--- src/rtl/ext_pipe.sv ---
// Pipelined immediate/field extender with a 2-entry elastic output buffer.
// Define EXT_PIPE_PERF_CNT_EN to add the perf_xfer/perf_stall counters.
module ext_pipe #(
    parameter int IN_W  = 16,
    parameter int OUT_W = 32,
    parameter int TAG_W = 5
) (
    input  logic             clk,
    input  logic             reset,
    input  logic             in_valid,
    output logic             in_ready,
    input  logic [IN_W-1:0]  in_imm,
    input  logic [2:0]       in_op,
    input  logic [TAG_W-1:0] in_tag,
    output logic             out_valid,
    input  logic             out_ready,
    output logic [OUT_W-1:0] out_data,
    output logic [TAG_W-1:0] out_tag,
    output logic             out_err
`ifdef EXT_PIPE_PERF_CNT_EN
    ,
    output logic [31:0]      perf_xfer,
    output logic [31:0]      perf_stall
`endif
);

    generate
        if (OUT_W < IN_W + 2 || IN_W < 8) begin : g_bad_width
            $error("ext_pipe: requires OUT_W >= IN_W+2 and IN_W >= 8");
        end
    endgenerate

    logic [OUT_W-1:0] sext;
    logic [OUT_W-1:0] ext_data;
    logic             ext_err;

    assign sext = {{(OUT_W-IN_W){in_imm[IN_W-1]}}, in_imm};

    always_comb begin
        ext_data = '0;
        ext_err  = 1'b0;
        case (in_op)
            3'b000:  ext_data = {{(OUT_W-IN_W){1'b0}}, in_imm};
            3'b001:  ext_data = sext;
            3'b010:  ext_data = {in_imm, {(OUT_W-IN_W){1'b0}}};
            3'b011:  ext_data = sext << 2;
            3'b100:  ext_data = {{(OUT_W-8){in_imm[7]}}, in_imm[7:0]};
            3'b101:  ext_data = {{(OUT_W-8){1'b0}}, in_imm[7:0]};
            default: ext_err  = 1'b1;
        endcase
    end

    logic [OUT_W-1:0] data_q [2];
    logic [TAG_W-1:0] tag_q  [2];
    logic             err_q  [2];
    logic [1:0]       count_q, count_d;
    logic             wr_ptr_q, wr_ptr_d;
    logic             rd_ptr_q, rd_ptr_d;
    logic             accept;
    logic             pop;

    // Handshake: a transfer happens on a rising edge where valid && ready;
    // in_ready comes only from count_q, never from out_ready.
    assign in_ready  = (count_q != 2'd2);
    assign out_valid = (count_q != 2'd0);
    assign accept    = in_valid && in_ready;
    assign pop       = out_valid && out_ready;

    assign out_data = data_q[rd_ptr_q];
    assign out_tag  = tag_q[rd_ptr_q];
    assign out_err  = err_q[rd_ptr_q];

    always_comb begin
        count_d  = count_q;
        wr_ptr_d = wr_ptr_q ^ accept;
        rd_ptr_d = rd_ptr_q ^ pop;
        if (accept && !pop) begin
            count_d = count_q + 2'd1;
        end else if (pop && !accept) begin
            count_d = count_q - 2'd1;
        end
    end

    always_ff @(posedge clk or negedge reset) begin
        if (!reset) begin
            count_q  <= 2'd0;
            wr_ptr_q <= 1'b0;
            rd_ptr_q <= 1'b0;
            for (int i = 0; i < 2; i++) begin
                data_q[i] <= '0;
                tag_q[i]  <= '0;
                err_q[i]  <= 1'b0;
            end
        end else begin
            count_q  <= count_d;
            wr_ptr_q <= wr_ptr_d;
            rd_ptr_q <= rd_ptr_d;
            if (accept) begin
                data_q[wr_ptr_q] <= ext_data;
                tag_q[wr_ptr_q]  <= in_tag;
                err_q[wr_ptr_q]  <= ext_err;
            end
        end
    end

`ifdef EXT_PIPE_PERF_CNT_EN
    logic [31:0] perf_xfer_q;
    logic [31:0] perf_stall_q;

    always_ff @(posedge clk or negedge reset) begin
        if (!reset) begin
            perf_xfer_q  <= 32'd0;
            perf_stall_q <= 32'd0;
        end else begin
            if (pop) begin
                perf_xfer_q <= perf_xfer_q + 32'd1;
            end
            if (in_valid && !in_ready) begin
                perf_stall_q <= perf_stall_q + 32'd1;
            end
        end
    end

    assign perf_xfer  = perf_xfer_q;
    assign perf_stall = perf_stall_q;
`endif

endmodule

--- config.mk ---
export PLATFORM = sky130hd
export DESIGN_NAME = ext_pipe
export DESIGN_NICKNAME = d
export VERILOG_FILES = /design/src/rtl/ext_pipe.sv
export SDC_FILE = /design/constraint.sdc
export NUM_CORES = 1
export LEC_CHECK = 0
export ABC_AREA = 1
export CAP_MARGIN = 10
export CORE_UTILIZATION = 45
export DETAILED_ROUTE_END_ITERATION = 10
export PLACE_DENSITY = 0.73
export SETUP_SLACK_MARGIN = 0.1
export SLEW_MARGIN = 20
export SYNTH_ARGS = -nofsm -noshare
export SYNTH_HDL_FRONTEND = slang
export SYNTH_SLANG_ARGS = --single-unit
--- constraint.sdc ---
create_clock -name clk -period 3.45 [get_ports clk]
set_input_delay 0.5175 -clock clk [delete_from_list [all_inputs] [get_ports clk]]
set_output_delay 0.5175 -clock clk [all_outputs]
set_load 0.03 [all_outputs]
* After elaboration in Yosys (flattened, before gate mapping)
Index checks and enable logic that the tools add are counted.
Word-level totals: word-level logic and storage cells 57, input port bits 28, register bits 80
Operators by class: $lt $le $gt $ge 3, eq/ne operators 6, add/subtract/negate cells 2, multiplexer cells 22, bitwise operators 4, reductions and logical operators 11
Operator list (count):
- $pmux W32 S6 | 1
- $mux W32 | 4
- $bwmux W64 | 1
- $demux W32 S1 | 1
- $mux W5 | 4
- $bwmux W10 | 1
- $eq A3 B2 Y1 const B | 2
- $eq A3 B3 Y1 const B | 2
- $reduce_or A6 Y1 | 1
- $demux W5 S1 | 1
- $logic_and A1 B1 Y1 | 5
- $mux W1 | 5
- $ge A2 B2 Y1 const B | 2
- $mux W2 | 2
- $not A1 Y2 | 2
- $reduce_bool A2 Y1 | 2
- $eq A3 B1 Y1 const B | 1
- $logic_not A3 Y1 | 1
- $add A2 B1 Y2 const B | 1
- $bwmux W2 | 1
- $logic_not A1 Y1 | 2
- $lt A2 B1 Y1 const B | 1
- $ne A2 B2 Y1 const B | 1
- $sub A2 B1 Y2 const B | 1
- 2 further kinds | 3

* Logic depth before layout (Yosys ltp)
Gate-level depths: netlist (run 1).
depth in word-level cells 6, mapped depth 8, mapped depth without buffers 7

* Least setup slack after synthesis (run 1)
OpenSTA, ideal clock, no wires.
kind reg2out, start register rd_ptr_q, end output out_tag[2], slack 1560 ps, arrival 1373 ps, data required time 2932 ps, stages on the path, launching flop included 4, path through dfrtp_1 -> buf_2 -> clkbuf_1 -> o21ai_0
Between the ends: cells in the longest elaborated chain, start to end 4
RTL lines:
- start: declaration | RTL line 58 | logic rd_ptr_q, rd_ptr_d;
- start signal: assignment | RTL line 97 | rd_ptr_q <= rd_ptr_d;
- $not A1 Y2 (implied by the code) | RTL line 70 | assign out_tag = tag_q[rd_ptr_q];
- $mux W5 (implied by the code) (3 in a row) | RTL line 70
- end: declaration | RTL line 18 | output logic [TAG_W-1:0] out_tag,
No other way between the ends. The select of a mux whose other input is x is not followed.

* Worst setup path in the final report (run 1)
start register rd_ptr_q, end output out_data[18]
Between the ends: cells in the longest elaborated chain, start to end 4
RTL lines:
- $not A1 Y2 (implied by the code) | RTL line 69 | assign out_data = data_q[rd_ptr_q];
- $mux W32 (implied by the code) (3 in a row) | RTL line 69
- end: declaration | RTL line 17 | output logic [OUT_W-1:0] out_data,
No other way between the ends. The select of a mux whose other input is x is not followed.

==> metrics, run 1 <==
CTS root buffer clkbuf_8; Distinct cells, synth 26; # DRC 0; Final setup viols 0; routed length per instance 13.7 um; Tmin final 2.62 ns; Max Cap Violations 0; Slew Viols, Final 0; Critical Path RT 2.93 ns; Die Footprint 0.00929 mm^2; Buffers on Ports 67; FF+latch count, synth 80; total clock sinks 80; placement row count 34; critical setup path kind reg2out; final hold vios 0; Layout Cells excl Fill 699; Top Ports 68; TritonRoute pass-1 iters 5; critical path endpoint category output port; Worst-Skew Late Latency 0.35 ns; CTS Hold Bufs 0; Horiz. Die Dim 96.4 um; DP Wirelength 6490 um; first-pass GRT wire length 15600 um; Design Area, Final 0.00493 mm^2; Slew headroom 44.5%; dpl cells 683; via count 3495; ratio of cells with drive above 1 in the final layout 7.28%; WP data arrival 2.11 ns; final wirelength 9600 um; CTS Buf Count 9; synth warn 0; n_diodes 0; largest net degree at the start of global routing 81; area of the multi-input gates 0.00171 mm^2; Placed Instance Area 0.00471 mm^2; part of the Yosys area used for sequential elements 49.9%; status completed; Hold Slack 0.185 ns; initial antenna violation count 0; Synth Cell Area 0.00401 mm^2; H-Tree Depth 3; Antenna Violating Nets Remaining 0; core area 0.00868 mm^2; TNS Setup 0 ns; Clock Tree Buf Depth 2; GR Overflow Total 0; post-synthesis instance total 532; P&R area growth vs syn 23.0%; Worst Hold Class in2async; Avg Cell Area, Syn 7.54 um^2; Pleak 2.57 nW; critical path launch point type flop; Final period util 76.0%; Post-CTS Setup Inserts 0; Clock Skews 0.00896 ns; crit-path max FO 18; Gates resized, CTS repair 0; peak supply drop 0.359 mV; power per cell area 928 mW/mm^2; Post-Syn Nets 563; all-layer global routing usage 22.4%; fillers 800; RSZ-0062 raised after global routing no; Reg area 0.00200 mm^2; detailed router's first-iteration violation count 202; Chip Height 96.4 um; worst-margin pin slew 0.832 ns; # nets final 617; fmax 381 MHz; vias per cell 5.00; clock-pin slew on the worst setup and hold paths 0.09 ns; Initial Utilization 46.2%; GPL Wtd Cong 0.844; vias in the first global route 3224; CTS tree built
## layer usage
layer  GRT usage [%]  vias to the layer above  routed length [um]
met2            35.4                      103                4600
met5               0                        -                   0
li1                -                     1756                   -
met3            3.68                       20                 478
met4            9.56                        0                 214
met1            30.6                     1616                4310
## sequential cells by signal, indices dropped and copies added (netlist names)
name / count
rd_ptr_q: 1
data_q: 64
tag_q: 10
err_q: 2
count_q: 2
wr_ptr_q: 1
## where the power goes
group / total (mW) / leakage, nW / internal, mW / switching, mW
combinational: 2.28 / 1.42 / 0.835 / 1.45
clock: 0.767 / 0.112 / 0.424 / 0.344
sequential: 1.53 / 1.04 / 1.34 / 0.190
## Yosys cell counts
library cell	instances	area (um^2)
o22ai_1	5	31.3
xnor2_1	1	8.76
clkbuf_1	14	52.6
buf_1	1	3.75
nand3_1	15	75.1
inv_2	1	3.75
o31ai_1	2	15.0
nand2_1	278	1040
nand4_1	9	56.3
buf_2	11	55.1
buf_6	2	22.5
nor2_2	2	12.5
xor2_1	2	17.5
clkinv_1	2	7.51
nand3_2	12	120
buf_4	3	22.5
nor2_1	2	7.51
ha_1	3	37.5
a21oi_1	1	5.00
a21boi_0	1	7.51
nand4_2	1	12.5
nand2_2	2	12.5
dfrtp_1	80	2000
nor3_4	1	16.3
inv_1	35	131
o21ai_0	46	230
## layout make-up
class	count	share of cell area, %
repair buffers	74	14.7
flip-flops and latches	80	40.6
inverters	38	2.89
multi-input cells	383	34.6
clock inverters	6	1.67
clock buffers	10	2.79
well taps	108	2.74
## layout by cell type, fill, tap and decap left out, types with 5 or more instances in the layout
cell               n
buf_4              7
nand3_1           15
dfrtp_1           80
inv_1             35
nand4_1            9
o21ai_0           46
clkdlybuf4s50_1   66
nand3_2           12
clkbuf_8          10
nand2_1          278
o22ai_1            5
## cells by family (layout without fill, tap and decap cells)
kind of cell / after synthesis / in the layout / synth area share (%)
compound gates: 55 / 55 / 7.21
xor+xnor: 3 / 3 / 0.655
fa+ha+maj: 3 / 3 / 0.936
buf+inv: 69 / 128 / 7.46
flops: 80 / 80 / 49.9
simple gates: 322 / 322 / 33.8
## critical path, stage by stage (launching register included)
cell and delay (ns):
dfrtp_1 0.39, clkinv_1 0.47, nand2_1 0.19, nand2_1 0.09, clkdlybuf4s50_1 0.60
## metrics by stage
stage	utilization, %	setup slack [ns]	power, mW
after floorplan	-	1.56	2.96
after global placement	54.3	0.900	3.77
after detailed placement	54.3	0.862	3.83
after CTS	56.8	0.804	4.61
after global routing	56.8	0.710	4.90
final	56.8	0.827	4.58
## worst paths after layout
| path | startpoint | endpoint | slack (ns) | cells after the start |
|---|---|---|---|---|
| max | rd_ptr_q | out_data[18] | 0.83 | 4 |
| min | reset | tag_q[5] | 0.19 | 1 |
| max reg2reg | count_q[0] | data_q[16] | 1.32 | 8 |
| min reg2reg | count_q[0] | count_q[0] | 0.48 | 1 |
| max in group asynchronous | reset | data_q[15] | 2.78 | 1 |
| min in group clk | count_q[0] | count_q[0] | 0.48 | 1 |
No activity file was read; power rests on OpenSTA's default activity.
==> run 2: changes to the inputs <==
- PLACE_DENSITY: 0.73 -> 0.76
- clock period: 3.45 -> 2.2 ns (I/O delays scaled with it)
==> run 2 against run 1 <==
Sequential power is 58% higher. Routed wire length is 0.28% lower. Total power is 52% higher. Non-clock buffer count is 7 higher. Die area stayed put. Combinational power is 49% higher. Critical endpoint is now out_data[9].
==> metrics, run 2 (synthesis results as in run 1) <==
post-place setup slack 0.0998 ns (was 0.862 ns); final hold vios 0 (unchanged); critical path endpoint category output port (unchanged); Design Area, Final 0.00499 mm^2 (was 0.00493 mm^2); Die Footprint 0.00929 mm^2 (unchanged); critical path launch point type flop (unchanged); Worst-Skew Late Latency 0.36 ns (was 0.35 ns); WP data arrival 1.68 ns (was 2.11 ns); setup ws final 0.186 ns (was 0.827 ns); status completed (unchanged); critical setup path kind reg2out (unchanged); Placed Instance Area 0.00481 mm^2 (was 0.00471 mm^2); total clock sinks 80 (unchanged); Layout Cells excl Fill 705 (was 699); biggest regs data_q: 64 flops, tag_q: 10 flops (unchanged); power per cell area 1390 mW/mm^2 (was 928 mW/mm^2); all-layer global routing usage 23.4% (was 22.4%); Antenna Violating Nets Remaining 0 (unchanged); DP Wirelength 6570 um (was 6490 um); r2r endpoint data_q[1] (was data_q[16]); FF-to-FF setup slack 0.45 ns (was 1.32 ns); commonest non-fill, non-tap cell in the layout nand2_1 (unchanged); Largest register FFs 64 (unchanged); most flop-heavy register data_q (unchanged); vias per cell 5.02 (was 5.00); most frequent cells in the layout nand2_1, dfrtp_1, o21ai_0 (was nand2_1, dfrtp_1, clkdlybuf4s50_1); Top Ports 68 (unchanged); Final Power 6.95 mW (was 4.58 mW); fmax 496 MHz; GR Overflow Total 0 (unchanged); GPL Wtd Cong 0.854 (was 0.844); clock-pin slew on the worst setup and hold paths 0.08 ns (was 0.09 ns); via count 3542 (was 3495); crit-path max FO 18 (unchanged); Clock Tree Buf Depth 2 (unchanged); worst-margin pin slew 0.561 ns (was 0.832 ns); Buffers on Ports 67 (unchanged); Clock Skews 0.00476 ns (was 0.00896 ns); CTS Buf Count 9 (unchanged); core area 0.00868 mm^2 (unchanged); CTS tree built (unchanged); TritonRoute pass-1 iters 5 (unchanged); Worst Hold Class reg2reg (was in2async); vias in the first global route 3374 (was 3224); Slew headroom 62.6% (was 44.5%); Horiz. Die Dim 96.4 um (unchanged); critical path endpoint out_data[9] (was out_data[18]); Chip Height 96.4 um (unchanged); largest net degree at the start of global routing 59 (was 81); H-Tree Depth 3 (unchanged); CTS root buffer clkbuf_8 (unchanged); final wirelength 9580 um (was 9600 um); Tmin final 2.01 ns; Critical Path RT 1.87 ns (was 2.93 ns); Initial Utilization 46.2% (unchanged); # DRC 0 (unchanged); routed length per instance 13.6 um (was 13.7 um); n_diodes 0 (unchanged); detailed router's first-iteration violation count 146 (was 202); Slew Viols, Final 0 (unchanged); Pleak 2.75 nW (was 2.57 nW); dpl cells 689 (was 683); # nets final 624 (was 617); Final setup viols 0 (unchanged); P&R area growth vs syn 24.4% (was 23.0%); Post-CTS Setup Inserts 0 (unchanged); first-pass GRT wire length 16200 um (was 15600 um); placement row count 34 (unchanged); peak supply drop 0.668 mV (was 0.359 mV); crit path from rd_ptr_q (unchanged); Max Cap Violations 0 (unchanged); Final period util 91.6%; RSZ-0062 raised after global routing no (unchanged); Reg2Reg Depth 6 (was 8); worst r2r src count_q[0] (unchanged); TNS Setup 0 ns (unchanged); ratio of cells with drive above 1 in the final layout 9.05% (was 7.28%); initial antenna violation count 0 (unchanged)
run 2: per-layer routing:
layer | vias up | GRT usage [%] | share of wire, %
met1 | 1640 | 31.5 | 45
met3 | 21 | 3.05 | 5.2
met5 | - | 0 | 0
met4 | 0 | 11.5 | 2.6
li1 | 1774 | - | -
met2 | 107 | 37.3 | 47
run 2: power by group:
part | total [mW] | switching, mW | leakage [nW] | internal [mW]
sequential | 2.42 | 0.319 | 1.03 | 2.10
clock | 1.14 | 0.515 | 0.103 | 0.630
combinational | 3.39 | 2.23 | 1.62 | 1.16
total | 6.95 | 3.06 | 2.75 | 3.89
run 2: final cells by class:
| type | instances | area, um^2 |
|---|---|---|
| Fill cell | 835 | 3690 |
| Multi-Input combinational cell | 383 | 1710 |
| Tap cell | 108 | 135 |
| Sequential cell | 80 | 2000 |
| Timing Repair Buffer | 81 | 795 |
| Inverter | 38 | 143 |
| Clock buffer | 11 | 131 |
| Clock inverter | 4 | 70.1 |
run 2: worst min path at each step:
stage | startpoint | endpoint | slack (ns) | cells after the start
6_report | data_q[48] | data_q[48] | 0.48 | 2
5_1_grt | tag_q[4] | tag_q[4] | 0.50 | 2
4_1_cts | tag_q[1] | tag_q[1] | 0.48 | 2
3_5_place_dp | reset | tag_q[6] | 0.36 | 1
3_3_place_gp | reset | tag_q[6] | 0.35 | 1
2_1_floorplan | reset | count_q[0] | 0.03 | 0
run 2: critical path: stages (launching register included):
cell and delay [ns]:
dfrtp_2 0.47, buf_4 0.21, o21ai_0 0.23, clkdlybuf4s15_1 0.40
run 2: per-stage QoR:
step / utilization (%) / hold WS, ns
floorplan: - / 0.0344
finish: 57.5 / 0.481
global route: 57.5 / 0.500
CTS: 57.4 / 0.481
detailed placement: 55.4 / 0.362
global placement: 55.4 / 0.353
run 2: what timing repair did:
item                                    in CTS  in global routing
endpoints found under the setup margin      33                  6
resized for setup                           31                  8
endpoints found under the hold margin       41                  0
hold buffers                                 1                  0
